**config.mk**
```make
export PLATFORM = sky130hd
export DESIGN_NAME = uart_rx_fifo
export DESIGN_NICKNAME = d
export VERILOG_FILES = /design/src/rtl/uart_pkg.sv /design/src/rtl/uart_sync_fifo.sv /design/src/rtl/uart_rx_fifo.sv
export SDC_FILE = /design/constraint.sdc
export NUM_CORES = 1
export LEC_CHECK = 0
export CAP_MARGIN = 20
export CORE_MARGIN = 2
export CORE_UTILIZATION = 43
export DETAILED_ROUTE_END_ITERATION = 10
export PLACE_DENSITY = 0.64
export SLEW_MARGIN = 30
export SYNTH_ARGS = -nofsm -noshare
export SYNTH_HDL_FRONTEND = slang
export SYNTH_SLANG_ARGS = --single-unit
```
**constraint.sdc**
```tcl
create_clock -name clk -period 5.3 [get_ports clk]
set_clock_uncertainty 0.05 [all_clocks]
set_input_delay 0.53 -clock clk [delete_from_list [all_inputs] [get_ports clk]]
set_output_delay 0.53 -clock clk [all_outputs]
set_load 0.05 [all_outputs]
```
**src/rtl/uart_pkg.sv**
```systemverilog
// ---------------------------------------------------------------------------
// uart_pkg
//   Shared definitions for the oversampling UART receiver:
//     - parity mode constants (PAR_NONE / PAR_ODD / PAR_EVEN)
//     - receive FSM state encoding (rx_state_t)
//     - baud_div(): elaboration-time tick divisor, rounded to nearest
// ---------------------------------------------------------------------------
package uart_pkg;

    localparam int PAR_NONE = 0;
    localparam int PAR_ODD  = 1;
    localparam int PAR_EVEN = 2;

    typedef enum logic [2:0] {
        IDLE      = 3'd0,
        START     = 3'd1,
        DATA      = 3'd2,
        PARITY    = 3'd3,
        STOP      = 3'd4,
        WAIT_HIGH = 3'd5
    } rx_state_t;

    // Clock cycles per oversample tick: round(clk_hz / (baud * os)).
    // Clamped to 1 so the tick counter always has a legal terminal value.
    function automatic int baud_div(input longint clk_hz, input longint baud,
                                    input longint os);
        longint den;
        longint q;
        den = baud * os;
        q   = (clk_hz + den / 2) / den;
        if (q < 1) begin
            q = 1;
        end
        return int'(q);
    endfunction

endpackage

```
**src/rtl/uart_sync_fifo.sv**
```systemverilog
// ---------------------------------------------------------------------------
// uart_sync_fifo
//   Single-clock first-word-fall-through FIFO.
//   Ports:
//     clk, reset   : rising-edge clock, asynchronous active-low reset
//     push,wr_data : write request and word; dropped when full unless a
//                    pop happens in the same cycle
//     pop          : advance the head word; ignored while empty
//     rd_data      : head word, forced to 0 while empty
//     empty, full  : occupancy flags derived from count
//     count        : number of words held, 0..DEPTH
// ---------------------------------------------------------------------------
module uart_sync_fifo #(
    parameter int WIDTH = 10,
    parameter int DEPTH = 16
) (
    input  logic                     clk,
    input  logic                     reset,
    input  logic                     push,
    input  logic [WIDTH-1:0]         wr_data,
    input  logic                     pop,
    output logic [WIDTH-1:0]         rd_data,
    output logic                     empty,
    output logic                     full,
    output logic [$clog2(DEPTH):0]   count
);

    localparam int AW = $clog2(DEPTH);
    localparam logic [AW:0]   CNT_ONE  = (AW + 1)'(1);
    localparam logic [AW:0]   CNT_FULL = (AW + 1)'(DEPTH);
    localparam logic [AW-1:0] PTR_ONE  = AW'(1);

    logic [WIDTH-1:0] mem [DEPTH];
    logic [AW-1:0]    wr_ptr;
    logic [AW-1:0]    rd_ptr;
    logic             do_push;
    logic             do_pop;

    assign empty   = (count == '0);
    assign full    = (count == CNT_FULL);
    assign do_pop  = pop && !empty;
    // A pop in the same cycle frees the slot, so a push into a full FIFO
    // still lands.
    assign do_push = push && (!full || do_pop);

    always_ff @(posedge clk or negedge reset) begin
        if (!reset) begin
            wr_ptr <= '0;
            rd_ptr <= '0;
            count  <= '0;
        end else begin
            if (do_push) begin
                wr_ptr <= wr_ptr + PTR_ONE;
            end
            if (do_pop) begin
                rd_ptr <= rd_ptr + PTR_ONE;
            end
            case ({do_push, do_pop})
                2'b10:   count <= count + CNT_ONE;
                2'b01:   count <= count - CNT_ONE;
                default: count <= count;
            endcase
        end
    end

    always_ff @(posedge clk) begin
        if (do_push) begin
            mem[wr_ptr] <= wr_data;
        end
    end

    assign rd_data = empty ? '0 : mem[rd_ptr];

endmodule

```
**src/rtl/uart_rx_fifo.sv**
```systemverilog
// ---------------------------------------------------------------------------
// uart_rx_fifo
//   Oversampling UART receiver (configurable data bits, parity, stop bits)
//   feeding a first-word-fall-through receive FIFO.
//   Ports:
//     clk, reset     : rising-edge clock, asynchronous active-low reset
//     RX             : asynchronous serial line, idles high
//     rd_en          : pop the head word (ignored while empty)
//     rd_data        : head data word
//     rd_frame_err   : head word had a stop bit sampled low
//     rd_parity_err  : head word failed parity (0 when parity is off)
//     empty/full     : FIFO occupancy flags
//     count          : words held
//     overrun        : sticky, a completed word was dropped on a full FIFO
//     clr_err        : pulse to clear overrun (a same-cycle overrun wins)
// ---------------------------------------------------------------------------
module uart_rx_fifo #(
    parameter int CLK_HZ     = 100_000_000,
    parameter int BAUD       = 9600,
    parameter int DATA_BITS  = 8,
    parameter int PARITY     = 0,
    parameter int STOP_BITS  = 1,
    parameter int OVERSAMPLE = 16,
    parameter int FIFO_DEPTH = 16
) (
    input  logic                          clk,
    input  logic                          reset,
    input  logic                          RX,
    input  logic                          rd_en,
    output logic [DATA_BITS-1:0]          rd_data,
    output logic                          rd_frame_err,
    output logic                          rd_parity_err,
    output logic                          empty,
    output logic                          full,
    output logic [$clog2(FIFO_DEPTH):0]   count,
    output logic                          overrun,
    input  logic                          clr_err
);

    import uart_pkg::*;

    localparam int DIV = baud_div(longint'(CLK_HZ), longint'(BAUD),
                                  longint'(OVERSAMPLE));
    localparam int TW  = $clog2(DIV + 1);
    localparam int SW  = $clog2(OVERSAMPLE);
    localparam int FW  = DATA_BITS + 2;

    localparam logic [TW-1:0] DIV_M1    = TW'(DIV - 1);
    localparam logic [TW-1:0] TICK_ONE  = TW'(1);
    localparam logic [SW-1:0] OS_M1     = SW'(OVERSAMPLE - 1);
    localparam logic [SW-1:0] SAMP_ONE  = SW'(1);
    // The vote fires on the tick that takes sample OS/2+1, when samples
    // OS/2-1 and OS/2 are already in the history register.
    localparam logic [SW-1:0] VOTE_IDX  = SW'(OVERSAMPLE / 2 + 1);
    localparam logic [3:0]    DATA_LAST = 4'(DATA_BITS - 1);
    localparam logic [3:0]    STOP_LAST = 4'(STOP_BITS - 1);

    function automatic logic majority3(input logic a, input logic b,
                                       input logic c);
        return (a & b) | (a & c) | (b & c);
    endfunction

    // Returns 1 when data plus parity bit violate the configured mode.
    function automatic logic parity_check(input logic [DATA_BITS-1:0] d,
                                          input logic p);
        logic ones_odd;
        ones_odd = ^{d, p};
        if (PARITY == PAR_ODD) begin
            return !ones_odd;
        end else if (PARITY == PAR_EVEN) begin
            return ones_odd;
        end
        return 1'b0;
    endfunction

    logic            rx_p0;
    logic            rx_p1;
    logic            vld_p0;
    logic            vld_p1;
    logic            rx_prev;
    logic            fall;

    logic [TW-1:0]   tick_cnt;
    logic            tick;
    logic [SW-1:0]   samp_cnt;
    logic [1:0]      hist;
    logic            vote;
    logic            bit_done;

    rx_state_t       state;
    logic [3:0]      bit_cnt;
    logic [DATA_BITS-1:0] shreg;
    logic            frame_err_r;
    logic            par_err_r;
    logic            par_bit;

    logic            push;
    logic [FW-1:0]   push_word;
    logic [FW-1:0]   rd_word;
    logic            ovf_evt;

    // ---- stage p0/p1: line synchroniser ----
    // vld_pN marks when rx_pN carries a real line sample rather than the
    // reset value; rx_prev only arms edge detection once the line has
    // genuinely been seen high, so a line held low through reset release
    // cannot fake a start edge.
    always_ff @(posedge clk or negedge reset) begin
        if (!reset) begin
            rx_p0   <= 1'b1;
            rx_p1   <= 1'b1;
            vld_p0  <= 1'b0;
            vld_p1  <= 1'b0;
            rx_prev <= 1'b0;
        end else begin
            rx_p0   <= RX;
            rx_p1   <= rx_p0;
            vld_p0  <= 1'b1;
            vld_p1  <= vld_p0;
            rx_prev <= rx_p1 & vld_p1;
        end
    end

    assign fall = vld_p1 && rx_prev && !rx_p1;

    // ---- oversample tick and sample counter ----
    assign tick     = (tick_cnt == DIV_M1);
    assign vote     = majority3(hist[1], hist[0], rx_p1);
    assign bit_done = tick && (samp_cnt == VOTE_IDX);

    always_ff @(posedge clk or negedge reset) begin
        if (!reset) begin
            tick_cnt <= '0;
            samp_cnt <= '0;
        end else if (state == IDLE && fall) begin
            tick_cnt <= '0;
            samp_cnt <= '0;
        end else if (tick) begin
            tick_cnt <= '0;
            samp_cnt <= (samp_cnt == OS_M1) ? '0 : samp_cnt + SAMP_ONE;
        end else begin
            tick_cnt <= tick_cnt + TICK_ONE;
        end
    end

    // ---- receive FSM ----
    always_ff @(posedge clk or negedge reset) begin
        if (!reset) begin
            state   <= IDLE;
            bit_cnt <= '0;
        end else begin
            case (state)
                IDLE: begin
                    bit_cnt <= '0;
                    if (fall) begin
                        state <= START;
                    end
                end
                START: begin
                    if (bit_done) begin
                        state <= vote ? IDLE : DATA;
                    end
                end
                DATA: begin
                    if (bit_done) begin
                        if (bit_cnt == DATA_LAST) begin
                            bit_cnt <= '0;
                            state   <= (PARITY != PAR_NONE) ? uart_pkg::PARITY : STOP;
                        end else begin
                            bit_cnt <= bit_cnt + 4'd1;
                        end
                    end
                end
                uart_pkg::PARITY: begin
                    if (bit_done) begin
                        state <= STOP;
                    end
                end
                STOP: begin
                    if (bit_done) begin
                        if (bit_cnt == STOP_LAST) begin
                            bit_cnt <= '0;
                            // A low line here is a break; hold off until
                            // it rises so it is not re-read as a start.
                            state   <= vote ? IDLE : WAIT_HIGH;
                        end else begin
                            bit_cnt <= bit_cnt + 4'd1;
                        end
                    end
                end
                WAIT_HIGH: begin
                    if (rx_p1) begin
                        state <= IDLE;
                    end
                end
                default: state <= IDLE;
            endcase
        end
    end

    // ---- shift register and per-word flags ----
    always_ff @(posedge clk) begin
        if (tick) begin
            hist <= {hist[0], rx_p1};
        end
        if (state == IDLE && fall) begin
            frame_err_r <= 1'b0;
        end
        if (bit_done) begin
            case (state)
                DATA:             shreg       <= {vote, shreg[DATA_BITS-1:1]};
                uart_pkg::PARITY: par_err_r   <= parity_check(shreg, vote);
                STOP:             if (!vote) frame_err_r <= 1'b1;
                default:          ;
            endcase
        end
    end

    assign par_bit   = (PARITY == PAR_NONE) ? 1'b0 : par_err_r;
    assign push      = (state == STOP) && bit_done && (bit_cnt == STOP_LAST);
    // The last stop bit's vote is folded in directly since frame_err_r
    // only updates on the same edge as the push.
    assign push_word = {par_bit, frame_err_r | !vote, shreg};

    // ---- receive FIFO ----
    uart_sync_fifo #(
        .WIDTH (FW),
        .DEPTH (FIFO_DEPTH)
    ) u_fifo (
        .clk     (clk),
        .reset   (reset),
        .push    (push),
        .wr_data (push_word),
        .pop     (rd_en),
        .rd_data (rd_word),
        .empty   (empty),
        .full    (full),
        .count   (count)
    );

    assign rd_data       = rd_word[DATA_BITS-1:0];
    assign rd_frame_err  = rd_word[DATA_BITS];
    assign rd_parity_err = rd_word[DATA_BITS+1];

    // ---- sticky overrun ----
    // full implies non-empty, so rd_en alone tells whether a pop frees a slot.
    assign ovf_evt = push && full && !rd_en;

    always_ff @(posedge clk or negedge reset) begin
        if (!reset) begin
            overrun <= 1'b0;
        end else if (ovf_evt) begin
            overrun <= 1'b1;
        end else if (clr_err) begin
            overrun <= 1'b0;
        end
    end

endmodule

```
== Word-level counts from Yosys, hierarchy flattened ==
Memories as Yosys holds them, arrays and structs flattened.
Index checks and enable logic that the tools add are counted.
Word-level totals
  memory bits (read-only): 0
  flip-flop bits (word level): 51
  memory bits (writable): 144
  bits in latches: 0
  input bits: 5
  output and inout bits: 18
  memories: 1
  logic and storage cells: 108
Memory list
  u_fifo.mem: depth 16, bits a word 9, read ports 1, clocked after Yosys merged registers in 0, write ports 1, line uart_sync_fifo.sv:33  | logic [WIDTH-1:0] mem [DEPTH];
Cells by class
  reduce and logical (&&, ||, !) cells: 26
  add/sub/neg operators: 7
  equal/unequal tests: 20
  multiply operators: 0
  shift operators: 0
  bitwise gates (word level): 7
  mux-type cells: 31
  div/mod/pow operators: 0
  magnitude comparators: 0
Operators with widths (number)
  $mux 10: 3
  $mux 4: 7
  $mux 3: 9
  $pmux 3 s6: 1
  $add 4x1->4 const B: 4
  $ne 2x2->1 const B: 8
  $pmux 4 s3: 1
  $add 10x1->10 const B: 1
  $eq 10x10->1 const B: 1
  $logic_and 1x1->1: 10
  $pmux 5 s2: 1
  $eq 4x4->1 const B: 2
  $mux 1: 8
  $reduce_and 8->1: 1
  $eq 3x2->1 const B: 2
  $eq 3x3->1 const B: 2
  $reduce_bool 2->1: 3
  $add 5x1->5 const B: 1
  $eq 5x5->1 const B: 1
  $logic_not 1->1: 5
  $logic_not 5->1: 1
  $sub 5x1->5 const B: 1
  $and 1x1->1: 4
  $eq 4x3->1 const B: 1
  11 further kinds: 13

== Longest topological paths before layout ==
Gate-level depths: netlist (run 1).
  depth in word-level cells: 7
  depth in mapped cells: 15
  depth with buffers taken out: 13

== Hierarchy ==
Synthesis (run 1) repeated with hierarchy kept, for this count alone.
Unflattened totals
  cell total of the unflattened synthesis: 522
  area total of the unflattened synthesis: 8871.0 um^2
Modules (own cells, without submodules)
  uart_sync_fifo: instances 1, cells an instance 352, sequential area each 5129.9 um^2, area an instance 7070.5 um^2
  uart_rx_fifo: instances 1, cells an instance 170, sequential area each 998.5 um^2, area an instance 1800.5 um^2

== Worst setup path after synthesis (run 1) ==
OpenSTA, ideal clock, no wires.
  path type: register -> register
  start: reg u_fifo.count[1]
  end: reg u_fifo.count[4]
  arrival: 3.641 ns
  stages on the path, launching flop included: 14
  setup time: 0.146 ns
  setup slack: 1.464 ns
  clock period less this slack: 3.836 ns
  path buffers: 3
  required time: 5.104 ns
  cell sequence: dfrtp_1 -> clkbuf_1 -> nor4_1 -> nor2b_1 -> nor2b_1 -> clkbuf_1 -> ha_1 -> clkbuf_1 -> xor2_1 -> ha_1 -> o211a_1 -> o31ai_1 -> a31oi_1 -> xor2_1
Between the ends
  longest elaborated chain between the ends: 7
  elaborated cells between the ends (all ways): 13
  those cells by class: add/sub (2); eq/ne (3); mux (1); reduce/logical (7)
Ends and longest elaborated chain
  start: declaration: line uart_sync_fifo.sv:25  | output logic [$clog2(DEPTH):0] count
  start signal: assignment: line uart_sync_fifo.sv:59  | 2'b10: count <= count + CNT_ONE;
  start signal: assignment: line uart_sync_fifo.sv:60  | 2'b01: count <= count - CNT_ONE;
  start signal: assignment: line uart_sync_fifo.sv:61  | default: count <= count;
  $logic_not 5->1 (*): line uart_sync_fifo.sv:39  | assign empty = (count == '0);
  net empty: line uart_rx_fifo.sv:33  | output logic empty,
  $logic_not 1->1 (*): line uart_sync_fifo.sv:41  | assign do_pop = pop && !empty;
  $logic_and 1x1->1 (*): line uart_sync_fifo.sv:41
  net u_fifo.do_pop: line uart_sync_fifo.sv:37  | logic do_pop;
  $logic_or 1x1->1: line uart_sync_fifo.sv:44  | assign do_push = push && (!full || do_pop);
  $logic_and 1x1->1: line uart_sync_fifo.sv:44
  $eq 2x1->1 or $eq 2x2->1 (tied branches): line uart_sync_fifo.sv:58  | case ({do_push, do_pop})
  $pmux 5 s2 or $reduce_bool 2->1 (tied branches)
Mark *: on every way through the listed nets, which the timed path passes. The rest lies on a longest branch.
A chain may end at the register's enable or synchronous reset.

== Final worst setup path (run 1) ==
  start: reg u_fifo.rd_ptr[0]
  end: out rd_data[3]
Between the ends
  longest elaborated chain between the ends: 2
Ends and longest elaborated chain
  start: declaration: line uart_sync_fifo.sv:35  | logic [AW-1:0] rd_ptr;
  start signal: assignment: line uart_sync_fifo.sv:56  | rd_ptr <= rd_ptr + PTR_ONE;
  $mem_v2 16x9
  $mux 10: line uart_sync_fifo.sv:72  | assign rd_data = empty ? '0 : mem[rd_ptr];
  end: declaration: line uart_rx_fifo.sv:30  | output logic [DATA_BITS-1:0] rd_data,
No other way between the ends.

==> results.txt, run 1 <==
post_cts resized -> 0
VDD IR-drop max -> 0.414 mV
Clock Path Buffers -> 2
crit start category -> flip-flop
final setup TNS -> 0 ns
R2R cell count -> 11
crit path from -> u_fifo.rd_ptr[0]
sequential area share after synthesis -> 69.8%
EDFF count, synth -> 154
sequential cell area -> 5650 um2
antenna violations before repair -> 0
YS warnings -> 0
area share of the largest cell type after synthesis -> 57.1%
Slew Viols, Final -> 0
register bit total from synthesis -> 195
Layout area overhead -> 13.9%
I/O pin total -> 23
postcts setup bufs -> 0
detailed-route wire length -> 14,800 um
Worst EP required -> 4.72 ns
total gr overflow -> 0
initial drt markers -> 337
Pwr Total -> 4.58 mW
Core Util, Final -> 49.6%
area of the multi-input gates -> 2340 um2
die width -> 141 um
Max-Cap Viols -> 0
worst slew pin tran -> 0.715 ns
number of remaining DRC errors -> 0
top cells by count, synth -> 154 x edfxtp_1, 38 x dfrtp_1, 36 x mux4_2
period utilization -> 73.6%
hold crit path type -> in -> async
min cycle time layout -> 3.90 ns
synthesized cell area -> 8100 um2
Most used DFF post-synth -> edfxtp_1
status -> finished clean
vias in the first global route -> 4,281
CTS Hold Bufs -> 0
Syn Nets -> 502
RSZ-0062 raised after global routing -> false
Clock transition at path regs -> 0.06 ns
CP Class -> reg -> out
Worst Setup EP -> rd_data[3]
Synth area leaders -> edfxtp_1 57%, dfrtp_1 12%, mux4_2 10%
Max Fclk -> 256 MHz
FP Rows -> 50
Post-synth ARST share -> 20.5%
dpl hpwl -> 9450 um
count leader, synth -> edfxtp_1
largest fanout on the critical path -> 21
worst reg2reg setup slack -> 1.65 ns
NumNets Final -> 525
Worst EP arrival -> 3.32 ns
CP Capture Type -> output port
clock root buffer master -> clkbuf_16
Mapped Cells -> 482
Leak -> 3.18 nW
1st-pass router iterations -> 5
final setup violation count -> 0
pin count of the biggest net entering global routing -> 41
vias -> 4,112
Clock Latency Late Sink -> 0.43 ns
# diodes -> 0
drt via density -> 5.48
DIE AREA -> 19,900 um2
Starting Density -> 43.6%
wire length per cell -> 19.7 um
Pwr Density -> 496 nW/um2
post-synth cell types -> 55
routability cong. -> 0.816
remaining antenna violation count -> 0
FF-to-FF Start -> tick_cnt[5]
slew margin rel. -> 52.3%
# H-tree levels -> 4
Yosys top cell by area -> edfxtp_1
total track usage -> 15.9%
ratio of cells with drive above 1 in the final layout -> 18.8%
clock buffer count from CTS -> 17
core area -> 18,600 um2
Num Clock Sinks -> 195
IO Port Bufs -> 21
CTS tree -> built
DIE HEIGHT -> 141 um
final hold vios -> 0
fillcell total -> 1,503
first-pass GRT wire length -> 23,700 um
Mapped Avg Cell Area -> 16.8 um2
reg2reg end -> u_fifo.count[4]
-- sequential cells by signal, indices dropped and copies added, names as in the netlist --
signal / count
u_fifo.wr_ptr: 4
u_fifo.count: 5
u_fifo.mem: 144
hist: 2
bit_cnt: 4
samp_cnt: 4
vld_p0: 1
rx_p0: 1
frame_err_r: 1
rx_p1: 1
shreg: 8
rx_prev: 1
tick_cnt: 10
vld_p1: 1
u_fifo.rd_ptr: 4
overrun: 1
state: 3
-- routing by layer --
layer / part of all wire [%] / vias up / global-route usage, %
li1: - / 1895 / -
met1: 47 / 2126 / 21.5
met2: 49 / 81 / 25.9
met3: 3.9 / 10 / 4.48
met4: 0.73 / 0 / 3.89
met5: 0 / - / 0
-- worst max-delay path, cell delays in order, from the launching register on --
cell and delay, ns:
dfrtp_2 0.76, buf_4 0.51, mux4_2 0.57, mux2i_1 0.22, o22ai_1 0.12, clkdlybuf4s50_1 0.72
-- how the worst min path moves through the flow --
stage | end | slack, ns
final | u_fifo.count[0] | 0.02
after global routing | tick_cnt[8] | 0.05
after CTS | tick_cnt[7] | 0.20
after detailed placement | rx_p1 | 0.30
after global placement | vld_p1 | 0.28
after floorplan | bit_cnt[0] | 0.18
-- cells in the final DEF (no fill, tap or decap), types with 3 or more instances in the layout --
cell type	netlist	routed
edfxtp_1	154	154
mux4_2	36	36
dfrtp_1	38	36
nand2_1	21	21
mux2i_1	20	20
nor2_1	24	20
clkdlybuf4s50_1	0	20
clkbuf_16	0	17
inv_1	15	15
ha_1	15	15
o21ai_0	12	12
and2_1	11	11
xnor2_1	11	11
o22ai_1	10	10
xor2_1	10	10
buf_4	1	8
and3_1	6	6
a21oi_1	6	6
nand3b_1	5	5
nor2b_1	4	4
nand2b_1	4	4
nor2_2	0	4
nor4_2	0	4
inv_6	0	4
nor4_1	7	3
nand3_1	3	3
nor3b_1	3	3
a31oi_1	3	3
mux2_2	3	3
o31ai_1	3	3
bufinv_16	0	3
-- cells by family after synthesis --
family | count (synthesis) | share of synthesized area, %
compound gates | 45 | 3.52
xor+xnor | 21 | 2.27
fa+ha+maj | 17 | 2.58
buf+inv | 39 | 1.87
flops | 195 | 69.8
mux | 59 | 12.9
other cells | 2 | 0.0928
simple gates | 104 | 6.99
-- report_power, final --
group | switching, mW | internal [mW] | total [mW]
logic | 0.760 | 0.601 | 1.36
clock network | 0.569 | 0.756 | 1.33
registers | 0.172 | 1.72 | 1.89
-- metrics by stage --
step	setup slack [ns]	hold slack, ns	area [um2]	cells
floorplan	1.46	0.184	8100	482
global placement	1.74	0.284	8580	720
detailed placement	1.73	0.298	8590	720
CTS	1.29	0.202	9210	751
global route	1.12	0.0524	9220	751
finish	1.40	0.0237	9220	751
-- area by class of cell --
cell class | instances | area share (%)
sequential | 195 | 61.3
clock buffer | 17 | 4.61
clock inverter | 14 | 2.09
tap | 234 | 3.18
multi-input combinational | 248 | 25.4
timing repair buffer | 28 | 2.82
inverter | 15 | 0.611
Note: power is estimated with default switching activity, not from simulation.
==> inputs of run 2 (changes only) <==
==> constraint.sdc (replaced) <==
create_clock -name clk -period 3.9 [get_ports clk]
set_clock_uncertainty 0.05 [all_clocks]
set_input_delay 0.39 -clock clk [delete_from_list [all_inputs] [get_ports clk]]
set_output_delay 0.39 -clock clk [all_outputs]
set_load 0.05 [all_outputs]
==> results.txt, run 2 (synthesis gave the netlist of run 1 again) <==
total track usage -> 16.6% (+0.65 points)
min cycle time layout -> 3.48 ns
Pwr Total -> 6.22 mW (+36%)
crit start category -> flip-flop
detailed-route wire length -> 15,400 um (+4.1%)
DIE HEIGHT -> 141 um (unchanged)
vias -> 4,239 (+3.1%)
Placed Cells -> 728 (+1.1%)
Max-Cap Viols -> 0 (unchanged)
Final WS setup -> 0.415 ns (-0.983 ns)
DIE AREA -> 19,900 um2 (unchanged)
Core Util, Final -> 49.9% (+0.26 points)
pin count of the biggest net entering global routing -> 41 (unchanged)
crit path from -> u_fifo.count[1]
Clock Latency Late Sink -> 0.43 ns (about the same)
clock root buffer master -> clkbuf_16
reg2reg end -> u_fifo.count[4]
largest fanout on the critical path -> 9 (-57%)
number of remaining DRC errors -> 0 (unchanged)
dpl hpwl -> 9730 um (+2.9%)
Most flops, register -> u_fifo.mem
core area -> 18,600 um2 (unchanged)
leading cell type in the layout, fill and taps excluded -> edfxtp_1
status -> finished clean
antenna violations before repair -> 0 (unchanged)
initial drt markers -> 331 (-1.8%)
CTS tree -> built
worst reg2reg setup slack -> 0.42 ns (-1.23 ns)
Pwr Density -> 671 nW/um2 (+35%)
I/O pin total -> 23 (unchanged)
final setup violation count -> 0 (unchanged)
Starting Density -> 43.6% (unchanged)
NumNets Final -> 534 (+1.7%)
R2R cell count -> 11 (unchanged)
Setup Slack @ Placement -> 0.454 ns (-1.28 ns)
period utilization -> 89.4%
max reg flops -> 144 (unchanged)
most frequent cells in the layout -> 154 x edfxtp_1, 37 x dfrtp_1, 36 x mux4_2, 24 x nor2_1, 21 x nand2_1
Worst Setup EP -> rd_data[7]
CP Capture Type -> output port
final cell count without fillers -> 761 (+1.3%)
Num Clock Sinks -> 195 (unchanged)
Worst EP arrival -> 3.04 ns (-0.28 ns)
first-pass GRT wire length -> 24,500 um (+3.4%)
worst slew pin tran -> 0.699 ns (-0.0160 ns)
Clock transition at path regs -> 0.06 ns (about the same)
remaining antenna violation count -> 0 (unchanged)
Leak -> 3.23 nW (+1.5%)
slew margin rel. -> 53.4% (+1.1 points)
Slew Viols, Final -> 0 (unchanged)
Clock Path Buffers -> 2 (unchanged)
CP Class -> reg -> out
VDD IR-drop max -> 0.496 mV (+20%)
clock buffer count from CTS -> 17 (unchanged)
Area after DPL -> 8650 um2 (+0.71%)
Worst EP required -> 3.46 ns (-1.26 ns)
fin area -> 9270 um2 (+0.52%)
vias in the first global route -> 4,347 (+1.5%)
total gr overflow -> 0 (unchanged)
# H-tree levels -> 4 (unchanged)
postcts setup bufs -> 0 (unchanged)
FF-to-FF Start -> tick_cnt[5]
final setup TNS -> 0 ns (unchanged)
drt via density -> 5.57 (+1.7%)
hold crit path type -> reg -> reg
RSZ-0062 raised after global routing -> false
# diodes -> 0 (unchanged)
routability cong. -> 0.789 (-3.3%)
FP Rows -> 50 (unchanged)
final hold vios -> 0 (unchanged)
die width -> 141 um (unchanged)
hold_ws -> 0.299 ns (+0.275 ns)
1st-pass router iterations -> 6 (+1)
wire length per cell -> 20.2 um (+2.7%)
Layout area overhead -> 14.5%
ratio of cells with drive above 1 in the final layout -> 18.8% (+0.023 points)
Max Fclk -> 287 MHz
IO Port Bufs -> 21 (unchanged)
Largest regs -> u_fifo.mem: 144 flops, tick_cnt: 10 flops, shreg: 8 flops
run 2: cell types whose count changed in the layout (fill, tap and decap cells not counted), sizes merged:
cell         change
bufinv           -1
dlygate4sd3      +1
clkinvlp         -1
buf              +8
clkinv           +4
inv              -1
run 2: worst min path at each step:
stage | depth (start not counted) | from | slack (ns) | end
2_1_floorplan | 0 | reset | 0.04 | bit_cnt[0]
3_3_place_gp | 0 | vld_p0 | 0.28 | vld_p1
3_5_place_dp | 0 | vld_p0 | 0.28 | vld_p1
4_1_cts | 1 | reset | 0.06 | tick_cnt[5]
5_1_grt | 1 | RX | 0.30 | rx_p0
6_report | 0 | vld_p0 | 0.30 | vld_p1
run 2: timing repair:
| item | in CTS | in global routing |
|---|---|---|
| endpoints found under the setup margin | 0 | 0 |
| endpoints found under the hold margin | 0 | 38 |
| gates resized for setup | 0 | 0 |
| hold buffers | 0 | 1 |
run 2: power breakdown:
part / total (mW) / leakage (nW) / switching [mW] / internal, mW
clock network: 1.75 / 0.294 / 0.789 / 0.963
registers: 2.47 / 1.89 / 0.135 / 2.34
logic: 2.00 / 1.04 / 1.15 / 0.845
run 2: per-layer routing:
layer  global-route usage [%]  routed length [um]  vias to the layer above
li1                         -                   -                     1926
met1                     22.6                6970                     2210
met2                     26.9                7660                       87
met3                     4.14                 567                       16
met4                     4.26                 165                        0
met5                        0                   0                        -
run 2: layout make-up:
class	instances	area [um2]
clock inverter	15	173
fill	1532	9310
tap	234	293
inverter	15	56.3
clock buffer	17	425
timing repair buffer	37	343
sequential	195	5650
multi-input combinational	248	2330
run 2: critical path, cell delays in order (launching register included):
cell,delay [ns]
dfrtp_1,0.48
nor4_1,0.41
nor2b_1,0.38
nand2b_1,0.43
o22ai_1,0.19
clkdlybuf4s50_1,0.74
==> inputs of run 3 (changes only) <==
--- a/config.mk
+++ b/config.mk
@@ -10,6 +10,7 @@
 export CORE_UTILIZATION = 43
 export DETAILED_ROUTE_END_ITERATION = 10
 export PLACE_DENSITY = 0.64
+export SKIP_LAST_GASP = 1
 export SLEW_MARGIN = 30
 export SYNTH_ARGS = -nofsm -noshare
 export SYNTH_HDL_FRONTEND = slang
==> results of run 3 <==
No change in the layout: final DEF, timing and power equal those of run 2.
